--- src/rtl/mem_bus_arbiter_pkg.sv ---
// -----------------------------------------------------------------------------
// mem_bus_arbiter_pkg
// Shared definitions for the memory bus arbiter:
//   - arb_state_e : burst sequencer state encoding
//   - len_width() : width of a beat-count field able to hold BURST_MAX
//   - idx_width() : width of a requester index
// -----------------------------------------------------------------------------
package mem_bus_arbiter_pkg;

    typedef enum logic [1:0] {
        ST_IDLE    = 2'd0,
        ST_ACCESS  = 2'd1,
        ST_GAP     = 2'd2,
        ST_RELEASE = 2'd3
    } arb_state_e;

    // One extra bit so BURST_MAX itself is representable even when it is a
    // power of two.
    function automatic int len_width(input int burst_max);
        return $clog2(burst_max) + 1;
    endfunction

    function automatic int idx_width(input int nreq);
        return (nreq > 1) ? $clog2(nreq) : 1;
    endfunction

endpackage : mem_bus_arbiter_pkg

--- src/rtl/mem_bus_arbiter_rr_pick.sv ---
// -----------------------------------------------------------------------------
// mem_bus_arbiter_rr_pick
// Combinational round-robin search: returns the first asserted request found
// starting at (last_i + 1) mod NREQ and wrapping upward.
// Ports:
//   req_i   [NREQ]  request levels
//   last_i  [IDX_W] index granted most recently
//   valid_o         any request present
//   idx_o   [IDX_W] selected requester (0 when valid_o is low)
// -----------------------------------------------------------------------------
module mem_bus_arbiter_rr_pick
    import mem_bus_arbiter_pkg::*;
#(
    parameter  int NREQ  = 4,
    localparam int IDX_W = idx_width(NREQ)
) (
    input  logic [NREQ-1:0]  req_i,
    input  logic [IDX_W-1:0] last_i,
    output logic             valid_o,
    output logic [IDX_W-1:0] idx_o
);

    logic [IDX_W-1:0] cand;

    // NOTE: every signal written in an always_comb block gets a default before
    // any conditional assignment, otherwise a latch is inferred.
    always_comb begin
        valid_o = |req_i;
        idx_o   = '0;
        cand    = '0;
        // Walk from the farthest candidate to the nearest so that the nearest
        // asserted request after last_i is the one left standing.
        for (int k = NREQ; k >= 1; k--) begin
            cand = IDX_W'((int'(last_i) + k) % NREQ);
            if (req_i[cand]) begin
                idx_o = cand;
            end
        end
    end

endmodule : mem_bus_arbiter_rr_pick

--- src/rtl/mem_bus_arbiter.sv ---
// -----------------------------------------------------------------------------
// mem_bus_arbiter
// Shares one word-wide memory port between NREQ requesters. Arbitration is
// round-robin and only happens in IDLE; the winner keeps the grant for a whole
// incrementing-address burst of 1..BURST_MAX beats.
// Ports:
//   clk_i, reset_i                 clock, synchronous active-high reset
//   req_i/req_we_i                 per-requester request level and direction
//   req_addr_i/req_len_i           packed start address / beat count
//   req_wdata_i                    packed write data for the current beat
//   gnt_o                          one-hot grant, held across the burst
//   beat_done_o/beat_last_o        per-beat completion pulse / final beat flag
//   rdata_o                        read data, valid with beat_done_o
//   busy_o                         sequencer not in IDLE
//   mem_req_o/mem_we_o/mem_addr_o/mem_wdata_o  memory access request
//   mem_ack_i/mem_rdata_i          memory completion and read data
// -----------------------------------------------------------------------------
module mem_bus_arbiter
    import mem_bus_arbiter_pkg::*;
#(
    parameter  int NREQ      = 4,
    parameter  int ADDR_W    = 16,
    parameter  int DATA_W    = 32,
    parameter  int BURST_MAX = 8,
    localparam int LEN_W     = len_width(BURST_MAX),
    localparam int IDX_W     = idx_width(NREQ)
) (
    input  logic                     clk_i,
    input  logic                     reset_i,
    input  logic [NREQ-1:0]          req_i,
    input  logic [NREQ-1:0]          req_we_i,
    input  logic [NREQ*ADDR_W-1:0]   req_addr_i,
    input  logic [NREQ*LEN_W-1:0]    req_len_i,
    input  logic [NREQ*DATA_W-1:0]   req_wdata_i,
    output logic [NREQ-1:0]          gnt_o,
    output logic                     beat_done_o,
    output logic                     beat_last_o,
    output logic [DATA_W-1:0]        rdata_o,
    output logic                     busy_o,
    output logic                     mem_req_o,
    output logic                     mem_we_o,
    output logic [ADDR_W-1:0]        mem_addr_o,
    output logic [DATA_W-1:0]        mem_wdata_o,
    input  logic                     mem_ack_i,
    input  logic [DATA_W-1:0]        mem_rdata_i
);

    // Unpacked views of the packed per-requester buses.
    logic [ADDR_W-1:0] addr_arr  [NREQ];
    logic [LEN_W-1:0]  len_arr   [NREQ];
    logic [DATA_W-1:0] wdata_arr [NREQ];

    for (genvar i = 0; i < NREQ; i++) begin : g_unpack
        assign addr_arr[i]  = req_addr_i[i*ADDR_W +: ADDR_W];
        assign len_arr[i]   = req_len_i[i*LEN_W +: LEN_W];
        assign wdata_arr[i] = req_wdata_i[i*DATA_W +: DATA_W];
    end

    arb_state_e        state_q, state_d;
    logic [NREQ-1:0]   gnt_q, gnt_d;
    logic [IDX_W-1:0]  sel_q, sel_d;
    logic [IDX_W-1:0]  last_q, last_d;
    logic              we_q, we_d;
    logic [ADDR_W-1:0] addr_q, addr_d;
    logic [LEN_W-1:0]  count_q, count_d;
    logic [DATA_W-1:0] rdata_q, rdata_d;
    logic              beat_done_q, beat_done_d;
    logic              beat_last_q, beat_last_d;

    logic              pick_valid;
    logic [IDX_W-1:0]  pick_idx;
    logic [LEN_W-1:0]  pick_len;

    mem_bus_arbiter_rr_pick #(
        .NREQ (NREQ)
    ) u_rr_pick (
        .req_i   (req_i),
        .last_i  (last_q),
        .valid_o (pick_valid),
        .idx_o   (pick_idx)
    );

    assign pick_len = len_arr[pick_idx];

    always_comb begin
        state_d     = state_q;
        gnt_d       = gnt_q;
        sel_d       = sel_q;
        last_d      = last_q;
        we_d        = we_q;
        addr_d      = addr_q;
        count_d     = count_q;
        rdata_d     = rdata_q;
        beat_done_d = 1'b0;
        beat_last_d = 1'b0;

        unique case (state_q)
            ST_IDLE: begin
                if (pick_valid) begin
                    sel_d           = pick_idx;
                    we_d            = req_we_i[pick_idx];
                    addr_d          = addr_arr[pick_idx];
                    gnt_d           = '0;
                    gnt_d[pick_idx] = 1'b1;
                    state_d         = ST_ACCESS;
                    // A zero length still moves one beat; oversize lengths clip.
                    if (pick_len == '0) begin
                        count_d = LEN_W'(1);
                    end else if (pick_len > LEN_W'(BURST_MAX)) begin
                        count_d = LEN_W'(BURST_MAX);
                    end else begin
                        count_d = pick_len;
                    end
                end
            end

            ST_ACCESS: begin
                if (mem_ack_i) begin
                    rdata_d     = mem_rdata_i;
                    beat_done_d = 1'b1;
                    addr_d      = addr_q + ADDR_W'(1);
                    count_d     = count_q - LEN_W'(1);
                    if (count_q == LEN_W'(1)) begin
                        beat_last_d = 1'b1;
                        gnt_d       = '0;
                        state_d     = ST_RELEASE;
                    end else begin
                        state_d = ST_GAP;
                    end
                end
            end

            // One dead cycle lets the owner present the next beat's write data
            // in response to beat_done.
            ST_GAP: begin
                state_d = ST_ACCESS;
            end

            ST_RELEASE: begin
                last_d  = sel_q;
                state_d = ST_IDLE;
            end

            default: begin
                state_d = ST_IDLE;
            end
        endcase
    end

    // NOTE: state registers use non-blocking assignments so every flop samples
    // the pre-edge value of its neighbours, independent of statement order.
    always_ff @(posedge clk_i) begin
        if (reset_i) begin
            state_q     <= ST_IDLE;
            gnt_q       <= '0;
            sel_q       <= '0;
            last_q      <= IDX_W'(NREQ - 1);
            we_q        <= 1'b0;
            addr_q      <= '0;
            count_q     <= '0;
            rdata_q     <= '0;
            beat_done_q <= 1'b0;
            beat_last_q <= 1'b0;
        end else begin
            state_q     <= state_d;
            gnt_q       <= gnt_d;
            sel_q       <= sel_d;
            last_q      <= last_d;
            we_q        <= we_d;
            addr_q      <= addr_d;
            count_q     <= count_d;
            rdata_q     <= rdata_d;
            beat_done_q <= beat_done_d;
            beat_last_q <= beat_last_d;
        end
    end

    assign gnt_o       = gnt_q;
    assign beat_done_o = beat_done_q;
    assign beat_last_o = beat_last_q;
    assign rdata_o     = rdata_q;
    assign busy_o      = (state_q != ST_IDLE);
    assign mem_req_o   = (state_q == ST_ACCESS);
    assign mem_we_o    = (state_q == ST_ACCESS) && we_q;
    assign mem_addr_o  = addr_q;
    // Live mux: the owner may change its write data between beats.
    assign mem_wdata_o = wdata_arr[sel_q];

endmodule : mem_bus_arbiter

--- config.mk ---
export PLATFORM = sky130hd
export DESIGN_NAME = mem_bus_arbiter
export DESIGN_NICKNAME = d
export VERILOG_FILES = /design/src/rtl/mem_bus_arbiter_pkg.sv /design/src/rtl/mem_bus_arbiter_rr_pick.sv /design/src/rtl/mem_bus_arbiter.sv
export SDC_FILE = /design/constraint.sdc
export NUM_CORES = 1
export LEC_CHECK = 0
export BUFFER_PORTS_ARGS = -buffer_cell sky130_fd_sc_hd__buf_2
export CELL_PAD_IN_SITES_DETAIL_PLACEMENT = 0
export CELL_PAD_IN_SITES_GLOBAL_PLACEMENT = 2
export CORE_ASPECT_RATIO = 0.75
export CORE_MARGIN = 1
export CORE_UTILIZATION = 18
export DETAILED_ROUTE_END_ITERATION = 8
export GPL_ROUTABILITY_DRIVEN = 0
export PLACE_DENSITY = 0.79
export SETUP_SLACK_MARGIN = 0.15
export SYNTH_ARGS = -nofsm -noshare
export SYNTH_HDL_FRONTEND = slang
export SYNTH_SLANG_ARGS = --single-unit
--- constraint.sdc ---
create_clock -name clk_i -period 2.5 [get_ports clk_i]
set_clock_uncertainty 0.05 [all_clocks]
set_input_delay 0.75 -clock clk_i [delete_from_list [all_inputs] [get_ports clk_i]]
set_output_delay 0.75 -clock clk_i [all_outputs]
set_load 0.005 [all_outputs]
---- After elaboration in Yosys (flattened, before gate mapping) ----
Cells that the tools add are included.
storage, ports and cells
  bits in latches ......................... 0
  bits in writable memories ............... 0
  flip-flop bits (word level) ............. 65
  bits in read-only memories .............. 0
  input bits .............................. 251
  logic and storage cells ................. 93
  memories kept ........................... 0
  output and inout port bits .............. 89
operators by class
  reduce and logical (&&, ||, !) cells .... 14
  shift-type cells ........................ 0
  bitwise gates (word level) .............. 4
  div/mod/pow operators ................... 0
  multiply operators ...................... 0
  equal/unequal tests ..................... 7
  multiplexer cells ....................... 43
  add/subtract/negate cells ............... 6
  magnitude comparators ................... 9
operators with widths
  cell                   count
  $bmux 32 s2            1
  $mux 16                4
  $mux 32                2
  $mux 4                 9
  $bmux 16 s2            1
  $pmux 16 s2            1
  $add 16x1->16 const B  1
  $pmux 4 s2             2
  $lt 2x3->1 const B     5
  $mux 2                 6
  $bmux 1 s2             5
  $mux 1                 9
  $bmux 4 s2             1
  $pmux 2 s4             1
  $ge 3x3->1 const B     2
  $not 2->3              2
  $reduce_and 2->1       3
  $add 2x1->2 const B    2
  $add 2x2->2 const B    2
  $eq 2x2->1 const B     2
  $eq 4x1->1 const B     1
  $gt 4x4->1 const B     1
  $logic_not 4->1        1
  $ne 2x1->1 const B     2
  14 further kinds       17

---- Longest topological paths before layout ----
Gate-level depths: netlist of the first run.
  depth after elaboration ................. 16
  gate-level depth with buffers ........... 10
  depth with buffers taken out ............ 8

---- Modules after synthesis ----
A second synthesis of the first run with hierarchy kept.
second synthesis, totals
  cells, all modules ...................... 441
  area total of the unflattened synthesis .. 4182.8 um2
modules (own cells, without submodules)
  module                   sequential area each (um2)  cells each  area an instance (um2)  instances
  mem_bus_arbiter          1301.2                      427         4091.4                  1
  mem_bus_arbiter_rr_pick  0.0                         14          91.3                    1

---- Worst setup path before layout of the first run ----
Ideal clock, no wire load.
  path type ............................... input to register
  from .................................... input req_i[1]
  to ...................................... register addr_q[11] (netlist: mem_addr_o[11])
  required time ........................... 2.322 ns
  stages on the path ...................... 8
  slack ................................... 0.021 ns
  library setup time ...................... 0.128 ns
  arrival time ............................ 2.301 ns
  path buffers ............................ 2
  path through ............................ o211ai_2 > o21ai_2 > a311oi_2 > buf_6 > buf_12 > mux4_2 > a222oi_1 > nor2_1
between the ends
  word-level cells in the longest chain between the ends .. 12
  elaborated cells between the ends (all ways) .. 21
  classes of those cells .................. eq/ne: 1; mux: 17; bitwise: 1; reduce/logical: 2
ends and longest elaborated chain
  what                                         RTL line                       text
  start: declaration                           mem_bus_arbiter.sv:30          input logic [NREQ-1:0] req_i,
  $bmux 1 s2                                   mem_bus_arbiter_rr_pick.sv:35  if (req_i[cand]) begin
  $mux 1 (implied by the code)                 mem_bus_arbiter_rr_pick.sv:35
  $mux 2 (4 in series)                         mem_bus_arbiter_rr_pick.sv:35
  $not 2->3 (implied by the code)              mem_bus_arbiter.sv:102         addr_d = addr_arr[pick_idx];
  $bmux 16 s2                                  mem_bus_arbiter.sv:102
  $mux 16 (implied by the code) (2 in series)  mem_bus_arbiter.sv:102
  $mux 16                                      mem_bus_arbiter.sv:99          if (pick_valid) begin
  $pmux 16 s2                                  mem_bus_arbiter.sv:97          unique case (state_q)
  end signal: assignment                       mem_bus_arbiter.sv:170         addr_q <= addr_d;
  end: declaration                             mem_bus_arbiter.sv:64          logic [ADDR_W-1:0] addr_q, addr_d;
Parallel ways exist; a longest one is shown, timed or not. The select of a mux whose other input is x is not followed.
A chain may end at the register's enable or synchronous reset.

---- Worst setup path after layout of the first run ----
  from .................................... input req_i[1]
  to ...................................... register addr_q[7] (netlist: mem_addr_o[7])
The elaborated chain is that of the path after synthesis.

==> flow_summary_export.csv, run 1 <==
group,metric,value,unit
grt,grt_overflow,0,
setup_path,cp_data_required_time,2.67,ns
synthesis,ys_seq_elements,65,
power,peakVddDrop,247,µV
synthesis,ys_types,54,
timing,slew_headroom,53.9,%
setup_path,start_kind,"primary input",
timing,fin_crit_sh,97.4,%
timing,max_freq,410,MHz
timing,setup-tns-final,0,ns
grt,grt_pass1_wl,27.0,mm
power,sw_frac_of_total,30.2,%
synthesis,ys_async_sr_fraction,0,%
route,drtPass1Iterations,5,
layout,post-route-util,30.4,%
synthesis,synth_largest_area_cell,"dfxtp_1",
grt,grt_pass1_vias,4568,
route,drc,0,
route,via_count,4909,
hold_path,hp-start,"rdata_o[18]",
die,coreArea,0.0230,mm²
timing,period_needed,2.44,ns
power,seqPwrFrac,33.7,%
grt,antenna_found_initial,6,
synthesis,yosysMostFrequentCell,"nand2_1",
die,fp.dieArea,0.0240,mm²
timing,drv_slew,0,
route,antenna_left,0,
synthesis,syn_area_per_cell,9.53,µm²
route,drtIter0Drc,232,
power,p_clk_share,32.2,%
grt,grt_max_degree,38,
die,chipWidth,179,µm
synthesis,synth_flop_cell,"dfxtp_1",
setup_path,r2r_end,"mem_addr_o[7]",
setup_path,end_kind,"register",
layout,drive_above_1_share,58.9,%
place,dp_hpwl,15.6,mm
synthesis,yosys-top-cells-count,"89 x nand2_1, 65 x dfxtp_1, 44 x a21oi_1",
synthesis,synth.cell_area,0.00421,mm²
synthesis,yosysTopAreaCellShare,30.9,%
job,max-cap-violations,0,
setup_path,r2r_slack,0.18,ns
timing,rsz0062_at_grt,"yes",
setup_path,r2r_start,"last_q[1]",
power,p_int,2480,µW
route,wl_per_cell,17.5,µm
cts,cts_tree,"built",
grt,use_met2,25.7,%
layout,synthToLayoutAreaGrowth,66.2,%
synthesis,synth_cells,442,
hold_path,hold_end,"rdata_o[18]",
layout,layout.nets,1055,
setup_path,critical_path_class,"primary input to register",
power,p_sw,1070,µW
power,comb_power_share,34.0,%
synthesis,synth_area_leaders,"dfxtp_1 31%, mux4_2 20%, nand2_1 7.9%, mux4_1 5.6%, a21oi_1 5.2%",
grt,grt_util_met3,4.03,%
cts,cts-root-buf,"clkbuf_16",
die,fp.dieH,134,µm
power,p_leak,0.00321,µW
hold_path,hold_depth,2,
synthesis,ys_seq_area_share,30.9,%
cts,clk-insertion-delay-late,0.33,ns
die,num_rows,48,
outcome,status,"finished, final reports clean",
place,port_buffers,339,
route,drt-total-wl,19.4,mm
cts,cts-buffers-inserted,9,
grt,grt_usage,15.2,%
setup_path,path_max_fanout,7,
cts,ctsHoldBuffers,0,
timing,worst_slew_pin_slew,0.691,ns
cts,clockBufferDepth,2,
setup_path,reg2reg_depth,10,
synthesis,synth_edf_count,0,
hold_path,hold_class,"register to register",
die,initial_core_util,18.3,%
grt,gr-max-usage-layer,"met2",
cts,path_clk_slew,0.05,ns
synthesis,synth_warnings,0,
setup_path,cp_data_arrival_time,2.60,ns
die,ios,340,
power,cellPowerDensity,508,mW/mm²
synthesis,syn_nets,696,
timing,finalSetupViolations,0,
grt,grtUsageMet1,18.2,%
timing,final_hold_viol_count,0,
route,vias_per_cell,4.43,
setup_path,crit_start,"req_i[1]",
cts,clkSinkCount,65,
cts,htreeDepth,3,
[state kept, by name, indices dropped and copies added, names as in the netlist]
register     count
beat_done_o      1
beat_last_o      1
count_q          4
gnt_o            4
last_q           2
mem_addr_o      16
rdata_o         32
sel_q            2
state_q          2
we_q             1
[worst max-delay path, stage by stage]
cell and delay [ns]:
buf_6 0.09, o211ai_2 0.15, o21ai_2 0.10, a311oi_4 0.21, buf_6 0.16, buf_12 0.11, buf_16 0.13, mux4_1 0.54
a222oi_1 0.28, nor2_1 0.06
[layout make-up]
| type | instances | area, µm² |
|---|---|---|
| Clock buffer | 10 | 239 |
| Fill cell | 2496 | 16000 |
| Multi-Input combinational cell | 330 | 2710 |
| Timing Repair Buffer | 387 | 2310 |
| Sequential cell | 65 | 1310 |
| Clock inverter | 3 | 20.0 |
| Tap cell | 300 | 375 |
| Inverter | 8 | 30.0 |
| Antenna cell | 6 | 15.0 |
[worst max path at each step]
stage,end,slack [ns],cells past startpoint
2_1_floorplan,mem_addr_o[11],0.02,8
3_3_place_gp,mem_addr_o[5],-0.26,11
3_5_place_dp,mem_addr_o[3],-0.24,8
4_1_cts,mem_wdata_o[1],0.07,3
5_1_grt,mem_wdata_o[19],0.01,3
6_report,mem_addr_o[7],0.06,10
[power groups by stage]
stage                     clock network (µW)  registers (µW)  logic [µW]
after detailed placement                   0            1220        1110
after floorplan                            0            1210         573
after CTS                               1210            1200        1140
final                                   1150            1200        1210
after global placement                     0            1220        1100
after global routing                    1250            1210        1330
[through the flow]
step                power, µW  hold WS (ns)  setup WS, ns  cells  instance area (µm²)
global placement         2330         0.390        -0.258   1076                 6430
global route             3790         0.424        0.0117   1109                 7000
CTS                      3540         0.402        0.0660   1094                 6750
detailed placement       2330         0.394        -0.243   1076                 6430
floorplan                1780         0.394        0.0213    442                 4220
finish                   3560         0.399        0.0639   1109                 7000
[cells by family after synthesis]
| family | share of synthesized area, % |
|---|---|
| simple gates | 17.3 |
| flops | 30.9 |
| buf+inv | 5.38 |
| mux | 29.8 |
| fa+ha+maj | 0.892 |
| compound gates | 15.7 |
[placed cells by master (no fill, tap or decap), types with 3 or more instances in the layout]
cell | netlist | layout
mux2i_1 | 9 | 8
nand3_1 | 5 | 5
o21ai_0 | 6 | 6
and3_1 | 4 | 4
buf_6 | 2 | 17
ha_1 | 3 | 3
diode_2 | 0 | 6
nor3_1 | 13 | 13
buf_2 | 3 | 327
inv_1 | 8 | 7
nor2_1 | 37 | 35
buf_4 | 1 | 31
a21o_1 | 6 | 6
mux4_2 | 38 | 46
nand2b_1 | 4 | 4
a21oi_1 | 44 | 44
dfxtp_1 | 65 | 63
nand2_1 | 89 | 89
mux2_2 | 5 | 5
clkbuf_16 | 0 | 11
buf_12 | 1 | 7
a22oi_1 | 5 | 3
a311o_1 | 3 | 3
nor2_2 | 2 | 4
a222oi_1 | 11 | 11
[per-layer routing]
layer	part of all wire [%]	wire [µm]
met1	41	7940
met2	50	9650
met3	7.4	1430
met4	2.0	383
met5	0	0
[repair_timing]
| item | CTS | global route |
|---|---|---|
| endpoints found under the setup margin | 42 | 54 |
| pin swaps | 1 | 14 |
| hold endpoints to repair | 0 | 0 |
| cloned | 1 | 2 |
| setup buffers | 4 | 7 |
| gates resized for setup | 5 | 39 |
(Power assumes the default switching activity.)
==> inputs of run 2 (changes only) <==
- CTS_BUF_LIST: not set -> sky130_fd_sc_hd__clkbuf_4 sky130_fd_sc_hd__clkbuf_8 sky130_fd_sc_hd__clkbuf_16
- SYNTH_HIERARCHICAL: not set -> 1
==> run 2 against run 1 <==
Area after synthesis shrank 0.65%; via count grew 1.7%; synthesized cell count shrank 0.23%; count of clock-buffer cells in the layout grew 4; cell count shrank 0.81%; fmax grew 0.32%.
==> flow_summary_export.csv, run 2 <==
group,metric,value,unit
timing,rsz0062_at_grt,"yes",
job,max-cap-violations,0,
synthesis,synth_flop_cell,"dfxtp_1",
hold_path,hp-start,"rdata_o[9]",
die,ios,340,
cts,clkSinkCount,65,
place,dp_hpwl,17.5,mm
place,port_buffers,339,
timing,final_hold_viol_count,0,
synthesis,yosysMostFrequentCell,"nand2_1",
route,drtPass1Iterations,5,
route,drtIter0Drc,212,
setup_path,cp_data_arrival_time,1.63,ns
layout,drive_above_1_share,59.4,%
die,initial_core_util,18.7,%
grt,grt_overflow,0,
setup_path,end_kind,"output pin",
synthesis,synth_cells,441,
hold_path,hold_end,"rdata_o[9]",
timing,max_freq,412,MHz
timing,slew_headroom,41.5,%
outcome,status,"finished, final reports clean",
grt,grt_pass1_wl,29.6,mm
setup_path,r2r_start,"last_q[1]",
synthesis,syn_nets,695,
setup_path,r2r_slack,0.26,ns
cts,cts-root-buf,"clkbuf_16",
route,antenna_left,0,
timing,period_needed,2.43,ns
power,cellPowerDensity,528,mW/mm²
power,peakVddDrop,351,µV
layout,layout.nets,1052,
synthesis,ys_seq_area_share,31.1,%
die,coreArea,0.0224,mm²
synthesis,synth.cell_area,0.00418,mm²
die,num_rows,47,
layout,post-route-util,31.2,%
grt,grt_pass1_vias,4629,
timing,fin_crit_sh,97.1,%
grt,antenna_found_initial,6,
layout,synthToLayoutAreaGrowth,66.9,%
grt,grt_max_degree,37,
synthesis,yosys-top-cells-count,"86 x nand2_1, 65 x dfxtp_1, 59 x a21oi_1",
setup_path,slowest_stage,"mux4_2",
synthesis,yosysTopAreaCellShare,31.1,%
route,via_count,4994,
hold_path,hold_depth,2,
die,chipWidth,178,µm
synthesis,ys_types,52,
synthesis,ys_async_sr_fraction,0,%
synthesis,synth_warnings,6,
timing,drv_slew,0,
setup_path,crit_chain,"buf_12, buf_12, mux4_2, buf_6",
layout,largest_register_ffs,32,
timing,worst_slew_pin_slew,0.874,ns
die,fp.dieH,134,µm
synthesis,ys_seq_elements,65,
setup_path,reg2reg_depth,8,
synthesis,synth_largest_area_cell,"dfxtp_1",
setup_path,start_kind,"register",
setup_path,crit_top_cell,"buf_12",
setup_path,max_stage_delay,0.53,ns
cts,clockBufferDepth,2,
route,drc,0,
timing,finalSetupViolations,0,
synthesis,synth_area_leaders,"dfxtp_1 31%, mux4_2 29%, nand2_1 7.7%, a21oi_1 7.1%, nor2_1 2.3%",
route,vias_per_cell,4.54,
cts,clk-insertion-delay-late,0.33,ns
grt,grt_usage,17.0,%
layout,most-common-layout-cells,"335 x buf_2, 86 x nand2_1, 63 x dfxtp_1",
cts,cts-buffers-inserted,9,
setup_path,critical_path_class,"register to output pin",
setup_path,path_max_fanout,6,
power,p_leak,0.00317,µW
synthesis,syn_area_per_cell,9.48,µm²
die,fp.dieArea,0.0239,mm²
place,dpl.cell_count,1071,
route,wl_per_cell,19.4,µm
setup_path,r2r_end,"mem_addr_o[7]",
setup_path,cp_data_required_time,1.70,ns
cts,htreeDepth,3,
layout,finalNonFillerCells,1100,
cts,cts_tree,"built",
cts,path_clk_slew,0.06,ns
layout,final_common_cell,"buf_2",
hold_path,hold_class,"register to register",
route,drt-total-wl,21.4,mm
synthesis,synth_edf_count,0,
==> run 2: how the worst max path moves through the flow <==
stage / start / to / slack (ns) / cells after the start
detailed placement: req_i[2] / mem_addr_o[3] / -0.14 / 9
floorplan: req_i[2] / mem_addr_o[9] / 0.07 / 9
global placement: req_i[2] / mem_addr_o[8] / -0.13 / 9
finish: sel_q[0] / mem_wdata_o[2] / 0.07 / 4
CTS: sel_q[0] / mem_wdata_o[23] / 0.02 / 3
global route: sel_q[0] / mem_wdata_o[2] / 0.02 / 4
==> run 2: cell type report <==
| class | instances | area [µm²] |
|---|---|---|
| fillers | 2442 | 15400 |
| multi-input cells | 325 | 2690 |
| repair buffers | 386 | 2250 |
| flip-flops and latches | 65 | 1310 |
| well taps | 294 | 368 |
| clock buffers | 14 | 282 |
| inverters | 11 | 41.3 |
| clock inverters | 2 | 35.0 |
| diodes | 3 | 7.51 |
==> run 2: per-layer routing <==
metal | routed length [µm] | vias up | GRT usage, %
met3 | 1610 | 20 | 3.32
met2 | 10700 | 224 | 29.6
li1 | - | 2367 | -
met5 | 0 | - | 0
met4 | 246 | 0 | 3.89
met1 | 8830 | 2383 | 21.5
==> run 2: cells by family (layout without fill, tap and decap cells) <==
kind of cell | Yosys count | in the layout | synth area share, %
AOI/OAI and AO/OA | 101 | 101 | 14.8
other | 0 | 3 | 0
muxes | 57 | 57 | 29.5
and+or+nand+nor | 164 | 164 | 17.9
DFF | 65 | 65 | 31.1
buffers and inverters | 51 | 413 | 5.80
adders and majority gates | 3 | 3 | 0.897
==> run 2: through the flow <==
step / total power, µW / hold slack (ns) / area, µm² / setup WS [ns] / setup TNS (ns)
finish: 3690 / 0.398 / 6980 / 0.0718 / 0
detailed placement: 2310 / 0.393 / 6450 / -0.144 / -1.84
CTS: 3690 / 0.401 / 6770 / 0.0207 / 0
global route: 3900 / 0.415 / 6970 / 0.0223 / 0
global placement: 2300 / 0.390 / 6450 / -0.128 / -1.57
floorplan: 1770 / 0.382 / 4210 / 0.0730 / 0
==> run 2: timing repair <==
item / 4_1_cts / 5_1_grt
endpoints found under the setup margin: 32 / 38
gates resized for setup: 1 / 17
cloned: 0 / 3
hold buffers: 0 / 0
buffers inserted: 0 / 7
pin swaps: 0 / 2
==> run 2: report_power, final <==
part / total (µW) / switching (µW) / leakage [µW] / internal, µW
combinational: 1120 / 505 / 0.00248 / 620
clock: 1350 / 478 / 0.000160 / 875
sequential: 1210 / 80.0 / 0.000535 / 1130
total: 3690 / 1060 / 0.00317 / 2620
==> run 2: critical path, delay by kind of cell (launching register included) <==
| family | cells | cell delay [ns] |
|---|---|---|
| buffers and inverters | 3 | 0.41 |
| multiplexers | 1 | 0.53 |
| flip-flops | 1 | 0.35 |
